--- config.mk ---
export PLATFORM = sky130hd
export DESIGN_NAME = fetch_unit
export DESIGN_NICKNAME = d
export VERILOG_FILES = /design/src/rtl/fetch_unit.sv
export SDC_FILE = /design/constraint.sdc
export NUM_CORES = 1
export LEC_CHECK = 0
export ABC_AREA = 1
export ABC_CLOCK_PERIOD_IN_PS = 9400
export BUFFER_PORTS_ARGS = -buffer_cell sky130_fd_sc_hd__buf_2
export CORE_UTILIZATION = 50
export CTS_BUF_LIST = sky130_fd_sc_hd__clkbuf_8
export CTS_CLUSTER_DIAMETER = 60
export DETAILED_ROUTE_END_ITERATION = 10
export PLACE_DENSITY = 0.8
export SLEW_MARGIN = 20
export SYNTH_ARGS = -nofsm -noshare
export SYNTH_HDL_FRONTEND = slang
export SYNTH_SLANG_ARGS = --single-unit
--- constraint.sdc ---
create_clock -name clk -period 9.4 [get_ports clk]
set_clock_uncertainty 0.15 [all_clocks]
set_input_delay 1.88 -clock clk [delete_from_list [all_inputs] [get_ports clk]]
set_output_delay 1.88 -clock clk [all_outputs]
set_load 0.005 [all_outputs]
--- src/rtl/fetch_unit.sv ---
// Instruction fetch stage: PC generation, in-order imem requests and a small allocation queue.
// Optional macro FETCH_MISALIGN_EXC_EN turns misaligned redirects into a halting exception entry.
module fetch_unit #(
  parameter logic [31:0] RESET_PC = 32'h0000_0000,
  parameter int          DEPTH    = 2
) (
  input  logic        clk,
  input  logic        sync_rst,
  input  logic        redirect,
  input  logic [31:0] redirect_pc,
  output logic        imem_req_valid,
  input  logic        imem_req_ready,
  output logic [31:0] imem_req_addr,
  input  logic        imem_rsp_valid,
  input  logic [31:0] imem_rsp_data,
  output logic        out_valid,
  input  logic        out_ready,
  output logic [31:0] out_pc,
  output logic [31:0] out_instr,
  output logic        out_exc
);

  localparam int PTR_W = $clog2(DEPTH);
  localparam int CNT_W = PTR_W + 1;

  logic [31:0]      pc_reg;
  logic [PTR_W-1:0] alloc_ptr;
  logic [PTR_W-1:0] fill_ptr;
  logic [PTR_W-1:0] head_ptr;
  logic [CNT_W-1:0] count_reg;
  logic [CNT_W-1:0] pend_reg;
  logic [CNT_W-1:0] drop_reg;
  logic             halted_reg;

  logic [31:0] q_pc     [DEPTH];
  logic [31:0] q_instr  [DEPTH];
  logic        q_filled [DEPTH];

  logic             req_hs;
  logic             rsp_fill;
  logic             pop;
  logic [CNT_W-1:0] drop_redirect;
  logic [DEPTH-1:0] alloc_sel;
  logic [DEPTH-1:0] fill_sel;

  // Credits cover both live entries and stale requests still out in memory.
  assign imem_req_valid = !halted_reg &&
                          (({1'b0, count_reg} + {1'b0, drop_reg}) < (CNT_W+1)'(DEPTH));
  assign imem_req_addr  = pc_reg;
  assign req_hs         = imem_req_valid && imem_req_ready;
  assign rsp_fill       = imem_rsp_valid && (drop_reg == '0);

  assign out_valid = (count_reg != '0) && q_filled[head_ptr];
  assign out_pc    = q_pc[head_ptr];
  assign out_instr = q_instr[head_ptr];
  assign pop       = out_valid && out_ready;

  // A response in the redirect cycle is stale whichever counter it would have decremented.
  assign drop_redirect = drop_reg + pend_reg + CNT_W'(req_hs) - CNT_W'(imem_rsp_valid);

  for (genvar gi = 0; gi < DEPTH; gi++) begin : g_sel
    assign alloc_sel[gi] = req_hs && (alloc_ptr == PTR_W'(gi));
    assign fill_sel[gi]  = rsp_fill && (fill_ptr == PTR_W'(gi));
  end

`ifdef FETCH_MISALIGN_EXC_EN
  logic q_exc [DEPTH];
  logic misalign;

  assign misalign = redirect_pc[1:0] != 2'b00;
  assign out_exc  = q_exc[head_ptr];

  always_ff @(posedge clk) begin
    for (int i = 0; i < DEPTH; i++) begin
      if (sync_rst) begin
        q_exc[i] <= 1'b0;
      end else if (redirect) begin
        if (misalign && i == 0) q_exc[i] <= 1'b1;
      end else if (alloc_sel[i]) begin
        q_exc[i] <= 1'b0;
      end
    end
  end
`else
  assign out_exc = 1'b0;
`endif

  always_ff @(posedge clk) begin
    for (int i = 0; i < DEPTH; i++) begin
      if (sync_rst) begin
        q_pc[i]     <= '0;
        q_instr[i]  <= '0;
        q_filled[i] <= 1'b0;
      end else if (redirect) begin
`ifdef FETCH_MISALIGN_EXC_EN
        if (misalign && i == 0) begin
          q_pc[i]     <= redirect_pc;
          q_instr[i]  <= 32'h0000_0013;
          q_filled[i] <= 1'b1;
        end
`endif
      end else begin
        if (alloc_sel[i]) begin
          q_pc[i]     <= pc_reg;
          q_filled[i] <= 1'b0;
        end
        if (fill_sel[i]) begin
          q_instr[i]  <= imem_rsp_data;
          q_filled[i] <= 1'b1;
        end
      end
    end
  end

  always_ff @(posedge clk) begin
    if (sync_rst) begin
      pc_reg     <= RESET_PC;
      alloc_ptr  <= '0;
      fill_ptr   <= '0;
      head_ptr   <= '0;
      count_reg  <= '0;
      pend_reg   <= '0;
      drop_reg   <= '0;
      halted_reg <= 1'b0;
    end else if (redirect) begin
      pc_reg     <= redirect_pc & ~32'h3;
      alloc_ptr  <= '0;
      fill_ptr   <= '0;
      head_ptr   <= '0;
      count_reg  <= '0;
      pend_reg   <= '0;
      drop_reg   <= drop_redirect;
      halted_reg <= 1'b0;
`ifdef FETCH_MISALIGN_EXC_EN
      // The exception entry is born filled, so both alloc and fill move past it.
      if (misalign) begin
        alloc_ptr  <= PTR_W'(1);
        fill_ptr   <= PTR_W'(1);
        count_reg  <= CNT_W'(1);
        halted_reg <= 1'b1;
      end
`endif
    end else begin
      if (req_hs) begin
        alloc_ptr <= alloc_ptr + PTR_W'(1);
        pc_reg    <= pc_reg + 32'd4;
      end
      if (imem_rsp_valid) begin
        if (drop_reg != '0) drop_reg <= drop_reg - CNT_W'(1);
        else                fill_ptr <= fill_ptr + PTR_W'(1);
      end
      if (pop) head_ptr <= head_ptr + PTR_W'(1);
      count_reg <= count_reg + CNT_W'(req_hs) - CNT_W'(pop);
      pend_reg  <= pend_reg + CNT_W'(req_hs) - CNT_W'(rsp_fill);
    end
  end

endmodule

==> run metrics <==
worst hold slack 322 ps; Clock Latency Late Sink 470 ps; Distinct cells, synth 31; Yosys top cell area share 47.1%; Fill cells 1,350; Crit Path Class flip-flop to primary output; drt total wl 18,700 microns; max reg flops 64; area of the core 15,400 sq um; critical path arrival 2950 ps; Post-Route M1 WL 8020 microns; drt initial violations 487; post-cts gate resize count 0; most flop-heavy register q_instr; Pwr Total 1.60 mW; Area after DPL 9000 sq um; synth top area cells edfxtp_1 (47%), nand2_1 (14%), dfxtp_1 (10%), nor2_1 (7.7%), inv_1 (5.2%); Worst VDD drop 0.0000860 V; share of cells above drive strength 1 20.5%; fmax 201 MHz; initial antenna violation count 0; Setup WS post-layout 4420 ps; post-synth top area cell edfxtp_1; DR vias 6,592; RSZ-0062 raised after global routing no; run status finished, final reports clean; Rows 45; area of the mapped netlist 8040 sq um; worst hold path class flip-flop to flip-flop; Die ar. 16,600 sq um; GP Congestion 0.940; final setup fails 0; Worst-Margin Slew 1060 ps; Synth warnings 0; CP startpoint kind flip-flop; Final Hold Fails 0; Leak 4.30 nW; Clock transition at path regs 80 ps; vias in the first global route 5,812; die span in x 129 microns; Starting Density 52.1%; ANT cells 0; Worst setup EP type primary output; # hold bufs at CTS 0; total track usage 22.8%; wire length per cell 13.9 microns; r2r worst-path depth 12; synthesized area per cell 8.31 sq um; cell total after placement 1,307; setup TNS 0 ps; WL met2 8970 microns; Final ANT Viol Nets 0; worst hold start head_ptr$_SDFFE_PP0P_; fin util 61.0%; hpwl dp 12,400 microns; CTS H-tree lvls 4; Synth Register Bits 166; first-pass GRT wire length 28,600 microns; grt total ovfl 0; vias per cell 4.92; CTS sink count 166; Met3 Routed Length 1430 microns; Pins Over Slew Limit 0; maximum fanout along the worst path 64; NumNets Final 1,194; CTS tree built; Worst R2R End count_reg[1]$_SDFF_PP0_; die height 129 microns; final std cells w/o fill 1,339; power per cell area 170 nW/um^2; headroom to the max-slew limit 29.3%; total setup buffers inserted after CTS 0; Worst Path Required 7370 ps; Seq/Total Area, Yosys 57.0%; CTS max path bufs 2; drt first pass iters 6; Final Cycle Share 52.9%; largest net degree at the start of global routing 65; dpl ws 5280 ps; Layout area overhead 17.1%; Final Cell Area 9410 sq um; Root Buffer clkbuf_8; Port-buffer cells 161; io pins 169; hold path depth 2; max-cap violations 0; Post-route DRC 0; Mapped Cells 967; minimum clock period 4980 ps; R2R setup slack 5640 ps; CTS Buf Count 17; top sig layer met4
-- how the worst max path moves through the flow --
stage / slack, ps / cells past startpoint / from / to
6_report: 4420 / 5 / flip-flop / out_valid
5_1_grt: 4220 / 5 / flip-flop / out_valid
4_1_cts: 4770 / 5 / flip-flop / out_valid
3_5_place_dp: 5280 / 5 / flip-flop / out_valid
3_3_place_gp: 5280 / 5 / flip-flop / out_valid
2_1_floorplan: 4110 / 3 / redirect / q_instr[1][0]$_SDFFCE_PN0P_
-- cell usage in the layout, fill, tap and decap left out, drive strengths merged --
cell	n
clkbuf	17
nor2	178
nand2	313
bufinv	2
nor3	2
conb	5
buf	167
clkinvlp	3
a22oi	1
nand4	1
nand3b	1
o21ai	36
o31ai	1
a21oi	35
edfxtp	126
xnor2	4
inv	122
dfxtp	40
nand3	43
o22ai	1
ha	7
and2	2
xor2	5
fa	2
a31oi	5
clkinv	6
or2	3
-- power breakdown --
| part | switching, mW | leakage, nW | internal, mW |
|---|---|---|---|
| clock | 0.281 | 0.199 | 0.242 |
| sequential | 0.0255 | 1.65 | 0.839 |
| combinational | 0.133 | 2.45 | 0.0758 |
| total | 0.439 | 4.30 | 1.16 |
-- area by class of cell --
type	instances	area (sq um)	share of cell area, %
clock buffers	17	234	2.49
clock inverters	15	175	1.86
inverters	118	444	4.72
multi-input cells	645	2860	30.4
flip-flops and latches	166	4590	48.7
well taps	211	264	2.81
repair buffers	167	851	9.04
-- cell usage after synthesis --
cell type / number
xor2_1: 5
and2_1: 2
nand2_1: 307
a22oi_1: 1
nand2_2: 6
o31ai_1: 1
buf_2: 13
ha_1: 7
a21oi_1: 35
o21ai_0: 31
or2_2: 3
nor2_4: 6
a31oi_1: 5
clkbuf_1: 23
inv_2: 6
o22ai_1: 1
fa_1: 2
o21ai_1: 5
nor2_1: 165
nor3_2: 1
conb_1: 1
nand3b_1: 1
nand4_1: 1
nand3_1: 43
inv_1: 112
xnor2_1: 4
buf_4: 6
nor3_1: 1
nor2_2: 7
dfxtp_1: 40
edfxtp_1: 126
-- critical path: stages (launching register included) --
cell and delay, ps:
dfxtp_2 320, buf_4 550, clkinv_2 930, o22ai_1 370, nor2_1 120, buf_2 140
-- kinds of logic (layout without fill, tap and decap cells) --
family	Yosys count	after routing	synth area share (%)
flops	166	166	57.0
compound gates	79	79	5.07
simple gates	543	543	27.3
other cells	1	5	0.0467
xor+xnor	9	9	0.981
buf+inv	160	317	7.95
fa+ha+maj	9	9	1.59
-- metal layers --
layer  vias up  GRT usage (%)
met4         0           6.99
met1      2987           30.2
met3        23           4.86
met2       250           37.7
met5         -              0
li1       3332              -
(Power assumes the default switching activity.)
